## config.mk

```make
export PLATFORM = sky130hd
export DESIGN_NAME = sram_sync_fifo
export DESIGN_NICKNAME = d
export VERILOG_FILES = /design/src/rtl/sram_sync_fifo.sv
export SDC_FILE = /design/constraint.sdc
export NUM_CORES = 1
export LEC_CHECK = 0
export ABC_AREA = 1
export CAP_MARGIN = 15
export CORE_ASPECT_RATIO = 1.2
export CORE_MARGIN = 1.5
export CORE_UTILIZATION = 41
export DETAILED_ROUTE_END_ITERATION = 8
export MAX_ROUTING_LAYER = met4
export PLACE_DENSITY_LB_ADDON = 0.1
export SLEW_MARGIN = 10
export SYNTH_ARGS = -nofsm -noshare
export SYNTH_HDL_FRONTEND = slang
export SYNTH_SLANG_ARGS = --single-unit
```

## constraint.sdc

```tcl
create_clock -name clk -period 2.25 [get_ports clk]
set_input_delay 0.225 -clock clk [delete_from_list [all_inputs] [get_ports clk]]
set_output_delay 0.225 -clock clk [all_outputs]
set_load 0.01 [all_outputs]
```

## src/rtl/sram_sync_fifo.sv

```systemverilog
// FWFT FIFO controller in front of an external SRAM with registered read; a 2-entry
// prefetch buffer hides the read latency. Optional FIFO_SYNC_SRAM_BYPASS_EN writes into the buffer directly.
module sram_sync_fifo #(
  parameter int FIFO_WIDTH   = 64,
  parameter int FIFO_DEPTH   = 64,
  parameter int FIFO_CNT_WID = 7,
  parameter int AFULL_MARGIN = 4
) (
  input  logic                    clk,
  input  logic                    rst_n,
  input  logic                    fifo_init,
  input  logic                    fifo_push,
  input  logic [FIFO_WIDTH-1:0]   fifo_data_in,
  output logic                    fifo_full,
  output logic                    fifo_afull,
  input  logic                    fifo_pop,
  output logic [FIFO_WIDTH-1:0]   fifo_data_out,
  output logic                    fifo_empty,
  output logic [FIFO_CNT_WID-1:0] fifo_word_cnt,
  output logic                    sram_we,
  output logic [FIFO_CNT_WID-2:0] sram_waddr,
  output logic [FIFO_WIDTH-1:0]   sram_wdata,
  output logic                    sram_re,
  output logic [FIFO_CNT_WID-2:0] sram_raddr,
  input  logic [FIFO_WIDTH-1:0]   sram_rdata
);

  localparam int CW = FIFO_CNT_WID;
  localparam int AW = FIFO_CNT_WID - 1;
  localparam logic [CW-1:0] FULL_CNT  = CW'(FIFO_DEPTH);
  localparam logic [CW-1:0] AFULL_CNT = CW'(FIFO_DEPTH - AFULL_MARGIN);

  logic [AW-1:0]         wptr, rptr;
  logic [CW-1:0]         sram_cnt, word_cnt, word_cnt_nxt, sram_cnt_nxt;
  logic                  inflight;
  logic [FIFO_WIDTH-1:0] pf0, pf1, pf0_nxt, pf1_nxt, app_data;
  logic [1:0]            pf_cnt, pf_cnt_nxt;
  logic                  full_q, afull_q;
  logic                  push_ok, pop_ok, rd_en, byp, wr_en;
  logic [2:0]            pend, lim;

  assign push_ok = fifo_push & ~full_q;
  assign pop_ok  = fifo_pop & (pf_cnt != 2'd0);

  // Reads are issued only while the buffer is guaranteed a slot when the data lands.
  assign pend  = {1'b0, pf_cnt} + {2'b00, inflight};
  assign lim   = 3'd2 + {2'b00, pop_ok};
  assign rd_en = (sram_cnt != '0) && (pend < lim);

`ifdef FIFO_SYNC_SRAM_BYPASS_EN
  assign byp = push_ok && (sram_cnt == '0) && !inflight && ({1'b0, pf_cnt} < lim);
`else
  assign byp = 1'b0;
`endif

  assign wr_en = push_ok & ~byp;

  always_comb begin
    pf0_nxt    = pf0;
    pf1_nxt    = pf1;
    pf_cnt_nxt = pf_cnt;
    app_data   = inflight ? sram_rdata : fifo_data_in;
    if (pop_ok) begin
      pf0_nxt    = pf1;
      pf_cnt_nxt = pf_cnt - 2'd1;
    end
    if (inflight || byp) begin
      if (pf_cnt_nxt == 2'd0) pf0_nxt = app_data;
      else                    pf1_nxt = app_data;
      pf_cnt_nxt = pf_cnt_nxt + 2'd1;
    end
  end

  assign word_cnt_nxt = word_cnt + {{(CW-1){1'b0}}, push_ok} - {{(CW-1){1'b0}}, pop_ok};
  assign sram_cnt_nxt = sram_cnt + {{(CW-1){1'b0}}, wr_en} - {{(CW-1){1'b0}}, rd_en};

  always_ff @(posedge clk) begin
    if (rst_n || fifo_init) begin
      wptr     <= '0;
      rptr     <= '0;
      sram_cnt <= '0;
      word_cnt <= '0;
      inflight <= 1'b0;
      pf0      <= '0;
      pf1      <= '0;
      pf_cnt   <= 2'd0;
      full_q   <= 1'b0;
      afull_q  <= 1'b0;
    end else begin
      if (wr_en) wptr <= wptr + 1'b1;
      if (rd_en) rptr <= rptr + 1'b1;
      sram_cnt <= sram_cnt_nxt;
      word_cnt <= word_cnt_nxt;
      inflight <= rd_en;
      pf0      <= pf0_nxt;
      pf1      <= pf1_nxt;
      pf_cnt   <= pf_cnt_nxt;
      full_q   <= (word_cnt_nxt == FULL_CNT);
      afull_q  <= (word_cnt_nxt >= AFULL_CNT);
    end
  end

  assign fifo_full     = full_q;
  assign fifo_afull    = afull_q;
  assign fifo_empty    = (pf_cnt == 2'd0);
  assign fifo_data_out = pf0;
  assign fifo_word_cnt = word_cnt;
  assign sram_we       = wr_en;
  assign sram_waddr    = wptr;
  assign sram_wdata    = fifo_data_in;
  assign sram_re       = rd_en;
  assign sram_raddr    = rptr;

endmodule

```

==> summary.md <==
| Metric | Value |
|---|---|
| Actual slew at the worst max-slew pin | `806 ps` |
| Relative slew slack | `between 40% and 50%` |
| Ys flop type | `dfxtp_1` |
| MaxCap Viol Count | `0` |
| Initial antenna violation count | `0` |
| Antenna Nets Post-Route | `0` |
| Total wire length | `20100 um` |
| Later-pin clock latency in the skew report | `430 ps` |
| Synthesized netlist cell count | `1048` |
| Antenna diodes | `0` |
| Via-to-Cell Ratio | `between 5 and 6` |
| # DRC | `0` |
| DRT Pass-1 Iters | `5` |
| Hold crit path type | `in -> reg` |
| CTS tree | `built` |
| Crit start category | `flop` |
| Grt ovf | `0` |
| Post-synth EDFFs | `0` |
| Number of global-route vias before repair | `6563` |
| Run status | `finished with violations` |
| Final instance area | `between 9000 and 10000 um^2` |
| DP Area | `9220 um^2` |
| Peak VDD IR | `around 560 uV` |
| Setup_tns | `-42.5 ps` |
| Asr flop ratio synth | `0%` |
| Critical path peak fanout | `3` |
| Pwr dens | `1050 nW/um^2` |
| Final hold slack | `272 ps` |
| Global-route wire length before repair | `33100 um` |
| Dpl hpwl | `12500 um` |
| Routed wire length per instance | `14.4 um` |
| DIE AREA | `19800 um^2` |
| Die Ht | `154 um` |
| Clk sink count | `159` |
| Final count of negative-setup-slack endpoints | `2` |
| Tcrit/Tclk final | `101%` |
| Vias | `around 7100` |
| Slew Viols, Final | `0` |
| Critical path arrival | `~2600 ps` |
| I/O pins | `285` |
| Largest net degree at the start of global routing | `just under 90` |
| Fillers | `1841` |
| Die X | `129 um` |
| Peak Freq | `439 MHz` |
| P&R area growth vs syn | `28.7%` |
| FF+latch area | `3190 um^2` |
| Final worst setup slack | `-25.5 ps` |
| CP Capture Type | `flop` |
| Final GP Congestion | `0.781` |
| Initial Util | `42.2%` |
| # hold bufs at CTS | `0` |
| Clk slew on worst S/H paths | `approximately 70 ps` |
| GRT Total Usage | `21.5%` |
| Crit Path Class | `reg -> reg` |
| Pre-CTS setup slack | `-110 ps` |
| Area of the multi-input gates | `between 3000 and 4000 um^2` |
| Placed Cells | `1354` |
| Bufs on Longest Clock Path | `2` |
| Final-report hold violation count | `0` |
| Cts bufs inserted | `17` |
| Synthesized flop and latch total | `about 160` |
| Sequential share of the synthesized area | `41.0%` |
| Syn nets | `1204` |
| FP Rows | `54` |
| Final std cells w/o fill | `between 1000 and 1500` |
| Layout cells sized above 1 | `under 10%` |
| Drt first-iter violations | `about 400` |
| H-tree level count | `4` |
| Core area | `approximately 18000 um^2` |
| Clock Tree Root | `clkbuf_16` |
| Nets | `1285` |
| Port bufs | `156` |
| Syn Area/Cell | `7.40 um^2` |
| Unrepaired setup endpoints after global routing | `yes` |
| Cell variety after synth | `26` |
| Req. time, crit path | `2610 ps` |
| Synthesized area | `7750 um^2` |
| Clock skew | `around 11 ps` |
| Final Critical Period | `2280 ps` |
| Ys Warns | `0` |
| Leakage | `4.54 nW` |
| Failing checks | `setup timing` |
-- state kept, by name, summed over array words and instances (netlist names) --
signal	count
fifo_afull	1
pf1	64
sram_waddr	6
sram_cnt	7
fifo_data_out	64
fifo_word_cnt	7
pf_cnt	2
sram_raddr	6
fifo_full	1
inflight	1
-- Yosys cell counts, drive strengths merged (4+ instances only) --
library cell	number	area (um^2)
nor3	65	325
clkbuf	17	63.8
a21oi	20	100
nand2	128	483
o21ai	74	374
ha	21	263
buf	118	746
nand3	146	736
nand4	8	50.1
xor2	4	35.0
nor2	98	390
dfxtp	159	3180
o211ai	64	480
inv	119	447
-- per-stage QoR --
stage | power (mW) | util [%]
finish | 10.5 | 54.3
detailed placement | 7.23 | 50.2
global route | 11.2 | 54.3
CTS | 10.4 | 53.7
global placement | 7.18 | 50.2
floorplan | 5.94 | -
-- where the power goes --
group,switching [mW],internal [mW]
combinational,2.35,1.75
clock,1.19,1.90
sequential,0.180,3.11
total,3.72,6.76
-- critical path: stages (launching register included) --
cell,delay (ps)
dfxtp_4,360
ha_4,160
ha_4,270
o21ai_4,60
nand3_4,70
clkinv_4,60
ha_4,210
inv_2,60
ha_4,120
inv_2,30
fa_2,340
nor2_2,130
o21ai_1,80
nand2_1,80
o21ai_1,60
a21oi_1,120
-- worst paths after layout --
path / cells after the start / slack [ps] / endpoint / from
setup / recovery: 15 / -30 / sram_cnt[4] / pf_cnt[0]
hold / removal: 5 / 270 / sram_raddr[2] / fifo_pop
setup reg to reg: 15 / -30 / sram_cnt[4] / pf_cnt[0]
hold reg to reg: 2 / 480 / sram_waddr[2] / sram_waddr[2]
-- kinds of logic after synthesis --
kind of cell             share of synthesized area (%)
AO/OA/AOI/OAI                                     12.5
XOR/XNOR                                         0.678
flip-flops                                        41.0
adder cells (fa/ha/maj)                           3.90
buffers and inverters                             16.2
AND/OR/NAND/NOR                                   25.7
-- placed cells by master, fill, tap and decap left out, types with 7 or more instances in the layout --
| cell type | netlist | final |
|---|---|---|
| clkdlybuf4s50_1 | 0 | 154 |
| o21ai_1 | 11 | 13 |
| nor3_1 | 65 | 65 |
| buf_4 | 65 | 35 |
| clkbuf_16 | 0 | 17 |
| nand3_1 | 145 | 144 |
| o211ai_1 | 64 | 64 |
| nand2_1 | 127 | 126 |
| ha_1 | 21 | 14 |
| a21oi_1 | 20 | 18 |
| inv_2 | 3 | 7 |
| dfxtp_1 | 159 | 156 |
| nor2_1 | 95 | 93 |
| inv_1 | 116 | 110 |
| o21ai_0 | 62 | 59 |
| nand4_1 | 8 | 8 |
-- cell type report --
class	count	area share [%]
sequential	159	32.0
clock buffer	20	4.48
clock inverter	12	1.82
timing repair buffer	197	19.4
inverter	119	4.55
tap	252	3.16
multi-input combinational	635	34.6
-- metal layers --
metal,wire (um),share of wire (%),vias to the layer above,GRT usage (%)
met3,1000,5.0,39,4.56
met2,9840,49,190,35.0
li1,-,-,3576,-
met4,365,1.8,0,7.49
met5,0,0,-,-
met1,8930,44,3283,26.3
-- repair_timing --
| item | CTS | global route |
|---|---|---|
| resized for setup | 6 | 16 |
| pin swaps | 5 | 6 |
| buffers inserted | 2 | 6 |
| setup endpoints to repair | 69 | 71 |
Note: power is estimated with default switching activity, not from simulation.
